## src/rtl/fb_arbiter_if.sv

```systemverilog
// fb_arbiter_if: CPU pixel-write port and single-port framebuffer RAM port of fb_arbiter
//   cpu_req/cpu_addr/cpu_wdata -> write request held until cpu_ack
//   cpu_ack                    <- one-cycle write-complete pulse
//   ram_addr/ram_we/ram_wdata  <- RAM control, ram_rdata -> RAM read data (1-cycle latency)
//   slave modport: arbiter side; master modport: CPU/RAM environment side
interface fb_arbiter_if #(
    parameter int ADDR_W = 19
);
    logic              cpu_req;
    logic [ADDR_W-1:0] cpu_addr;
    logic [2:0]        cpu_wdata;
    logic              cpu_ack;
    logic [ADDR_W-1:0] ram_addr;
    logic              ram_we;
    logic [2:0]        ram_wdata;
    logic [2:0]        ram_rdata;
    modport master (
        output cpu_req, cpu_addr, cpu_wdata, ram_rdata,
        input  cpu_ack, ram_addr, ram_we, ram_wdata
    );
    modport slave (
        input  cpu_req, cpu_addr, cpu_wdata, ram_rdata,
        output cpu_ack, ram_addr, ram_we, ram_wdata
    );
endinterface

```

## src/rtl/fb_arbiter.sv

```systemverilog
// fb_arbiter: shares the 3-bit framebuffer RAM between display scan-out fetches and CPU writes
//   clk_100mhz_buf : system clock        rst        : async active-low reset
//   bus            : CPU write port + RAM port (fb_arbiter_if.slave)
//   vsync_start    : frame start pulse   fifo_full  : pixel FIFO full flag
//   pix_data/pix_valid : FIFO write side frame_done : last pixel of frame delivered
//   addr_err/sync_err  : sticky out-of-range CPU address / early vsync flags
module fb_arbiter #(
    parameter int H_PIX  = 640,
    parameter int V_PIX  = 480,
    parameter int ADDR_W = 19
) (
    input  logic          clk_100mhz_buf,
    input  logic          rst,
    fb_arbiter_if.slave   bus,
    input  logic          vsync_start,
    input  logic          fifo_full,
    output logic [2:0]    pix_data,
    output logic          pix_valid,
    output logic          frame_done,
    output logic          addr_err,
    output logic          sync_err
);
    localparam int FRAME = H_PIX * V_PIX;
    localparam logic [ADDR_W-1:0] LAST = ADDR_W'(FRAME - 1);

    typedef enum logic {WAIT_VS, SCAN} state_t;

    state_t            state, state_d;
    logic [ADDR_W-1:0] fetch_addr, fetch_addr_d;
    // rd1: fetch address on the RAM bus; rd2: read data available on ram_rdata
    logic              rd1, rd2, last1, last2;
    logic              can_fetch, final_go, early, fetch_go, cpu_go, in_range;

    always_comb begin
        can_fetch    = state == SCAN && !fifo_full && !(rd1 || rd2);
        final_go     = can_fetch && fetch_addr == LAST;
        // A vsync that coincides with the final grant is a normal new frame, not a resync
        early        = state == SCAN && vsync_start && !final_go;
        fetch_go     = can_fetch && !early;
        // Never ack back-to-back so a held request is not written twice
        cpu_go       = bus.cpu_req && !fetch_go && !bus.cpu_ack;
        in_range     = {1'b0, bus.cpu_addr} < (ADDR_W + 1)'(FRAME);
        state_d      = vsync_start ? SCAN : final_go ? WAIT_VS : state;
        fetch_addr_d = (vsync_start || final_go) ? '0 : fetch_go ? fetch_addr + 1'b1 : fetch_addr;
    end

    always_ff @(posedge clk_100mhz_buf or negedge rst) begin
        if (!rst) begin
            state         <= WAIT_VS;
            fetch_addr    <= '0;
            rd1           <= 1'b0;
            rd2           <= 1'b0;
            last1         <= 1'b0;
            last2         <= 1'b0;
            pix_data      <= '0;
            pix_valid     <= 1'b0;
            frame_done    <= 1'b0;
            addr_err      <= 1'b0;
            sync_err      <= 1'b0;
            bus.cpu_ack   <= 1'b0;
            bus.ram_addr  <= '0;
            bus.ram_we    <= 1'b0;
            bus.ram_wdata <= '0;
        end else begin
            state       <= state_d;
            fetch_addr  <= fetch_addr_d;
            rd1         <= fetch_go;
            rd2         <= rd1 && !early;
            last1       <= final_go;
            last2       <= last1 && !early;
            pix_valid   <= rd2 && !early;
            frame_done  <= rd2 && last2 && !early;
            if (rd2 && !early)
                pix_data <= bus.ram_rdata;
            bus.cpu_ack <= cpu_go;
            bus.ram_we  <= cpu_go && in_range;
            if (fetch_go)
                bus.ram_addr <= fetch_addr;
            else if (cpu_go) begin
                bus.ram_addr  <= bus.cpu_addr;
                bus.ram_wdata <= bus.cpu_wdata;
            end
            addr_err    <= addr_err || (cpu_go && !in_range);
            sync_err    <= sync_err || early;
        end
    end
endmodule
```

## src/flat_wrapper.sv

```systemverilog
// flat-port wrapper written by rule: the top's interface ports become plain ports
module fb_arbiter_flat 
#(
    parameter int H_PIX  = 640,
    parameter int V_PIX  = 480,
    parameter int ADDR_W = 19
)
  (clk_100mhz_buf, rst, vsync_start, fifo_full, pix_data, pix_valid, frame_done, addr_err, sync_err, bus_cpu_req, bus_cpu_addr, bus_cpu_wdata, bus_ram_rdata, bus_cpu_ack, bus_ram_addr, bus_ram_we, bus_ram_wdata);
  fb_arbiter_if #(.ADDR_W(ADDR_W)) bus_i ();
  input  logic clk_100mhz_buf;
  input  logic rst;
  input  logic vsync_start;
  input  logic fifo_full;
  output logic [2:0] pix_data;
  output logic pix_valid;
  output logic frame_done;
  output logic addr_err;
  output logic sync_err;
  input wire logic [$bits(bus_i.cpu_req)-1:0] bus_cpu_req;
  input wire logic [$bits(bus_i.cpu_addr)-1:0] bus_cpu_addr;
  input wire logic [$bits(bus_i.cpu_wdata)-1:0] bus_cpu_wdata;
  input wire logic [$bits(bus_i.ram_rdata)-1:0] bus_ram_rdata;
  output wire logic [$bits(bus_i.cpu_ack)-1:0] bus_cpu_ack;
  output wire logic [$bits(bus_i.ram_addr)-1:0] bus_ram_addr;
  output wire logic [$bits(bus_i.ram_we)-1:0] bus_ram_we;
  output wire logic [$bits(bus_i.ram_wdata)-1:0] bus_ram_wdata;
  assign bus_i.cpu_req = bus_cpu_req;
  assign bus_i.cpu_addr = bus_cpu_addr;
  assign bus_i.cpu_wdata = bus_cpu_wdata;
  assign bus_i.ram_rdata = bus_ram_rdata;
  assign bus_cpu_ack = bus_i.cpu_ack;
  assign bus_ram_addr = bus_i.ram_addr;
  assign bus_ram_we = bus_i.ram_we;
  assign bus_ram_wdata = bus_i.ram_wdata;
  fb_arbiter #(.H_PIX(H_PIX), .V_PIX(V_PIX), .ADDR_W(ADDR_W)) u_core (.clk_100mhz_buf(clk_100mhz_buf), .rst(rst), .bus(bus_i), .vsync_start(vsync_start), .fifo_full(fifo_full), .pix_data(pix_data), .pix_valid(pix_valid), .frame_done(frame_done), .addr_err(addr_err), .sync_err(sync_err));
endmodule
```

## config.mk

```make
export PLATFORM = sky130hd
export DESIGN_NAME = fb_arbiter_flat
export DESIGN_NICKNAME = d
export VERILOG_FILES = /design/src/rtl/fb_arbiter_if.sv /design/src/rtl/fb_arbiter.sv /design/src/flat_wrapper.sv
export SDC_FILE = /design/constraint.sdc
export NUM_CORES = 1
export LEC_CHECK = 0
export CAP_MARGIN = 20
export CORE_ASPECT_RATIO = 1.2
export CORE_MARGIN = 1
export CORE_UTILIZATION = 35
export DETAILED_ROUTE_END_ITERATION = 6
export GPL_TIMING_DRIVEN = 0
export HOLD_SLACK_MARGIN = 0.02
export MAX_ROUTING_LAYER = met4
export PLACE_DENSITY_LB_ADDON = 0.08
export SLEW_MARGIN = 25
export SYNTH_ARGS = -nofsm -noshare
export SYNTH_HDL_FRONTEND = slang
export SYNTH_SLANG_ARGS = --single-unit
```

## constraint.sdc

```tcl
create_clock -name clk_100mhz_buf -period 4.7 [get_ports clk_100mhz_buf]
set_clock_uncertainty 0.2 [all_clocks]
set_input_delay 0.705 -clock clk_100mhz_buf [delete_from_list [all_inputs] [get_ports clk_100mhz_buf]]
set_output_delay 0.705 -clock clk_100mhz_buf [all_outputs]
set_load 0.005 [all_outputs]
```

==> results of run 1 <==
[per-layer routing]
metal	global-route usage [%]	wire length [um]	part of all wire, %	up-vias
met5	-	0	0	-
met4	6.97	112	2.0	0
met3	2.61	229	4.1	11
met2	26.2	2680	48	46
met1	19.9	2520	45	936
li1	-	-	-	975
[critical path: cells and delay by family]
family	cells	cell delay (ps)
simple gates	3	1330
buf+inv	1	410
mux	1	380
compound gates	1	150
[cell usage after synthesis (3+ instances only)]
| master | number |
|---|---|
| dfrtp_1 | 55 |
| nand2_1 | 29 |
| o21ai_0 | 27 |
| mux2i_1 | 20 |
| a21oi_1 | 18 |
| or3_1 | 7 |
| or4_1 | 7 |
| clkbuf_1 | 6 |
| mux2_2 | 6 |
| nand3_1 | 6 |
| o31ai_1 | 6 |
| inv_1 | 5 |
| nor2_1 | 4 |
| nor2b_1 | 4 |
| and2_1 | 3 |
| and4_1 | 3 |
[metrics by stage]
stage,util [%],hold WS [ps],power [mW]
after global routing,48.5,90.3,1.06
after CTS,48.5,84.2,1.02
final,48.5,71.4,1.01
after detailed placement,47.0,241,0.731
after floorplan,-,209,0.605
after global placement,46.8,240,0.728
[registers in the layout (all words and copies together), names as in the netlist]
register and cells:
u_core.bus.ram_we 1, u_core.bus.ram_wdata 3, u_core.rd1 1, u_core.fetch_addr 19
u_core.bus.ram_addr 19, u_core.bus.cpu_ack 1, u_core.last1 1, u_core.frame_done 1
u_core.sync_err 1, u_core.pix_data 3, u_core.last2 1, u_core.state 1
u_core.pix_valid 1, u_core.addr_err 1, u_core.rd2 1
[power breakdown]
part	switching (mW)	leakage (nW)	internal [mW]
Clock	0.154	0.0505	0.134
Combinational	0.0692	0.637	0.118
Sequential	0.0190	0.710	0.511
Total	0.242	1.40	0.763
[path summary, 6_finish.rpt]
kind,slack (ps),cells after the start,endpoint
max,1710,6,u_core.pix_data[1]
min,70,1,u_core.bus.ram_wdata[0]
max reg2reg,2150,5,u_core.pix_data[1]
min reg2reg,260,1,u_core.frame_done
max in group asynchronous,3750,2,u_core.fetch_addr[12]
min in group clk_100mhz_buf,260,1,u_core.frame_done
[cell families (layout without fill, tap and decap cells)]
logic type	Yosys count	after routing	share of synthesized area (%)
compound gates	58	58	13.2
flops	55	55	55.1
xor+xnor	2	2	0.702
simple gates	76	76	16.9
mux	26	26	10.7
buf+inv	16	85	2.81
fa+ha+maj	1	1	0.501
[layout make-up]
class | instances | area (um2) | share of cell area (%)
plain buffers | 11 | 51.3 | 1.54
repair buffers | 61 | 618 | 18.6
flip-flops and latches | 55 | 1380 | 41.4
clock inverters | 1 | 7.51 | 0.226
multi-input cells | 163 | 1050 | 31.6
clock buffers | 7 | 96.3 | 2.90
inverters | 5 | 18.8 | 0.564
well taps | 87 | 109 | 3.27
==> results.toml, run 1 <==
[grt]
grt.overflow.total = 0
antenna_found_initial = 0
grt_pass1_vias = 1941
grt_max_degree = 33
grt_usage_pct = 16.2
grt_pass1_wl_mm = 9.13

[pwr]
power_density_mw_per_mm2 = 302
vdd_drop_max_mv = 0.130
p_leak_nw = 1.40

[yosys]
synth_top_area_cell = "dfrtp_1"
ys_types = 38
yosys.area.top_type_share_pct = 55.1
postSynthCellCount = 234
syn_area_per_cell_um2 = 10.7
ys_ff_latch = 55
yosys-top-cells-area = "dfrtp_1 (55%), mux2i_1 (8.0%), o21ai_0 (5.4%)"
synth_nets = 265
netlist_area_mm2 = 0.00250
yosys_warnings = 0
synth_edf_count = 0
synthFlopType = "dfrtp_1"
async_flop_share_pct = 100
synth-seq-area-share_pct = 55.1

[cells_and_area]
final_area_mm2 = 0.00333
layout_common_cells = "clkdlybuf4s50_1 (59), dfrtp_1 (55), nand2_1 (29), o21ai_0 (27), mux2i_1 (20)"
layout_commonest_cell = "clkdlybuf4s50_1"
stdcell_count = 390
fillers = 668
syn_to_final_growth_pct = 33.3
drive_gt1_share_pct = 8.25
antennaDiodeCount = 0
nNetsFinal = 333

[timing]
max_freq_ghz = 0.334
rsz0062_at_grt = "no"
fin_crit_sh_pct = 63.7
drv_slew = 0
worst_slack_ps = 1710
worst_pin_slew_ps = 742
tns_ps = 0
setup_viol = 0
slew_headroom_pct = 50.5
hold_viol_final = 0
fin_crit_ps = 2990

[routing]
drc = 0
wire_per_inst_um = 14.2
drt_pre_antenna_iters = 4
first_iter_violations = 91
drt-total-wl_mm = 5.54
num_vias = 1968
detail-route-antenna-nets = 0
viasPerCell = 5.05

[clocking]
post_cts_buffers = 0
numCtsBuffers = 5
clock-sinks = 55
clk_pin_slew_worst_paths_ps = 100
clk_path_buf_depth = 2
htreeDepth = 2
hold_buffers = 0
insertion_delay_ps = 310
cts-root-buf = "clkbuf_8"
tritoncts = "done"
ctsResizeCount = 0

[critical_path]
crit_type = "input pin to flop"
crit_slowest_cell = "nor4b_1"
cp_max_fo = 6
worstPathCellList = "clkdlybuf4s50_1 -> nor4b_1 -> and4_2 -> a211oi_1 -> nor2b_1 -> mux2_2"
required_ps = 4690
cp-end-kind = "flop"
arrival_ps = 2980
startpoint_type = "input pin"
cp-startpoint = "fifo_full"
slowest_delay_ps = 530
worstReg2RegStart = "u_core.rd1"

[die]
fp.dieArea_mm2 = 0.00747
core-area_mm2 = 0.00685
start_util_pct = 36.4
ioPinCount = 61
die_w_um = 79.1
num_rows = 33
die_h_um = 94.5

[placement]
place_area_mm2 = 0.00322
dpl.cell_count = 382
portBuffers = 60
pre_cts_slack_ps = 1340
routabilityCongestion = 0.749
dp_hpwl_mm = 4.06

[run_status]
outcome = "finished clean"

[flow_run]
maxCapViolCount = 0

[worst_hold_path]
hold_class = "input pin to async pin"
No activity file was read; power rests on OpenSTA's default activity.
==> inputs of run 2 (changes only) <==
Clock period 4.7 ns to 2.7 ns, I/O delays scaled along.
==> run 2 against run 1 <==
Effect of this change: clock power grew 74%; routed wire length down 1.6%; critical path depth stayed put; die area is the same; largest power group unchanged; combinational power increased by 74%; setup slack worse by 1500 ps; register-to-register slack got worse by 1900 ps.
==> results.toml, run 2 (synthesis results as in run 1) <==
[critical_path]
arrival_ps = 2530
cp-end-kind = "flop"
startpoint_type = "input pin"
cp_max_fo = 6
crit_type = "input pin to flop"
required_ps = 2690

[die]
die_w_um = 79.1
num_rows = 33
core-area_mm2 = 0.00685
fp.dieArea_mm2 = 0.00747
start_util_pct = 36.4
die_h_um = 94.5
ioPinCount = 61

[grt]
grt_usage_pct = 16.1
grt.overflow.total = 0
grt_pass1_wl_mm = 9.12
grt_max_degree = 33
grt_pass1_vias = 1941
antenna_found_initial = 0

[timing]
fin_crit_sh_pct = 93.9
drv_slew = 0
rsz0062_at_grt = "no"
max_freq_ghz = 0.394
worst_pin_slew_ps = 742
slew_headroom_pct = 50.5
setup_viol = 0
fin_crit_ps = 2540
hold_viol_final = 0

[routing]
drc = 0
wire_per_inst_um = 14.0
detail-route-antenna-nets = 0
num_vias = 1949
viasPerCell = 5.00
drt-total-wl_mm = 5.45
first_iter_violations = 44
drt_pre_antenna_iters = 4

[pwr]
design_power_total_mw = 1.75
p_leak_nw = 1.40
power_density_mw_per_mm2 = 524
vdd_drop_max_mv = 0.227

[cells_and_area]
layout_common_cells = "clkdlybuf4s50_1 (59), dfrtp_1 (55), nand2_1 (29), o21ai_0 (27), mux2i_1 (20)"
multiInputGateArea_mm2 = 0.00106
nNetsFinal = 333
fillers = 669
layout_commonest_cell = "clkdlybuf4s50_1"
seqCellArea_mm2 = 0.00138
final_util_pct = 48.7
reg.largest.list = "u_core.bus.ram_addr x19, u_core.fetch_addr x19"
drive_gt1_share_pct = 8.58
antennaDiodeCount = 0
syn_to_final_growth_pct = 33.8

[placement]
routabilityCongestion = 0.749
dp_hpwl_mm = 4.06
portBuffers = 60

[run_status]
outcome = "finished clean"

[flow_run]
maxCapViolCount = 0

[clocking]
clk_pin_slew_worst_paths_ps = 90
insertion_delay_ps = 310
post_cts_buffers = 0
clock-sinks = 55
cts-root-buf = "clkbuf_8"
tritoncts = "done"
numCtsBuffers = 5
clk_path_buf_depth = 2
htreeDepth = 2

[worst_hold_path]
hold_class = "flop to flop"
[run 2: changes by cell type in the layout (fill, tap and decap cells not counted)]
cell,before,now
nor4b_2,0,1
nor4b_1,1,0
clkbuf_1,6,5
dlygate4sd3_1,0,1
[run 2: path summary, 6_finish.rpt]
path                                       from                      end  slack (ps)  cells after the start
min in group asynchronous                   rst  u_core.bus.ram_wdata[0]         320                      2
hold reg to reg                    u_core.last2        u_core.frame_done         260                      1
setup reg to reg           u_core.fetch_addr[0]  u_core.bus.ram_wdata[0]         210                      7
setup / recovery                      fifo_full       u_core.pix_data[1]         160                      6
max in group asynchronous                   rst    u_core.fetch_addr[12]        1510                      3
hold / removal                     u_core.last2        u_core.frame_done         260                      1
[run 2: stage by stage]
stage	worst slack [ps]	area (um2)	TNS [ps]	hold slack (ps)	instances
final	165	3340	0	257	390
after global routing	67.0	3340	0	285	390
after CTS	139	3340	0	263	391
after detailed placement	-360	3220	-10400	124	382
after global placement	-719	3210	-51190	240	381
after floorplan	508	2500	0	-90.6	234
[run 2: timing repair]
| item | in CTS | in global routing |
|---|---|---|
| setup endpoints to repair | 3 | 1 |
| cloned | 0 | 0 |
| hold endpoints to repair | 23 | 0 |
| resized for setup | 1 | 0 |
| hold buffers | 1 | 0 |
[run 2: layout make-up]
| type | count | share of cell area (%) |
|---|---|---|
| sequential | 55 | 41.2 |
| multi-input combinational | 163 | 31.6 |
| clock inverter | 1 | 0.225 |
| timing repair buffer | 62 | 18.8 |
| clock buffer | 7 | 2.88 |
| tap | 87 | 3.26 |
| buffer | 10 | 1.42 |
| inverter | 5 | 0.562 |
[run 2: routing by layer]
layer / up-vias / part of all wire (%) / global-route usage [%] / wire [um]
met2: 46 / 48 / 26.2 / 2630
li1: 970 / - / - / -
met3: 11 / 4.1 / 2.61 / 224
met5: - / 0 / - / 0
met4: 0 / 2.1 / 6.97 / 112
met1: 922 / 46 / 19.8 / 2480
[run 2: critical path, stage by stage]
cell and delay, ps:
clkdlybuf4s50_1 420, nor4b_2 400, and4_2 390, a211oi_1 160, nor2b_1 370, mux2_2 380
[run 2: report_power, final]
part,internal [mW],leakage (nW),total [mW],switching [mW]
combinational,0.206,0.643,0.326,0.120
sequential,0.890,0.710,0.923,0.0332
clock,0.234,0.0505,0.500,0.267
total,1.33,1.40,1.75,0.420
==> inputs of run 3 (changes only) <==
Settings changed: SKIP_LAST_GASP set to 1.
==> results of run 3 <==
Final layout, timing and power as in run 2 (identical DEF).
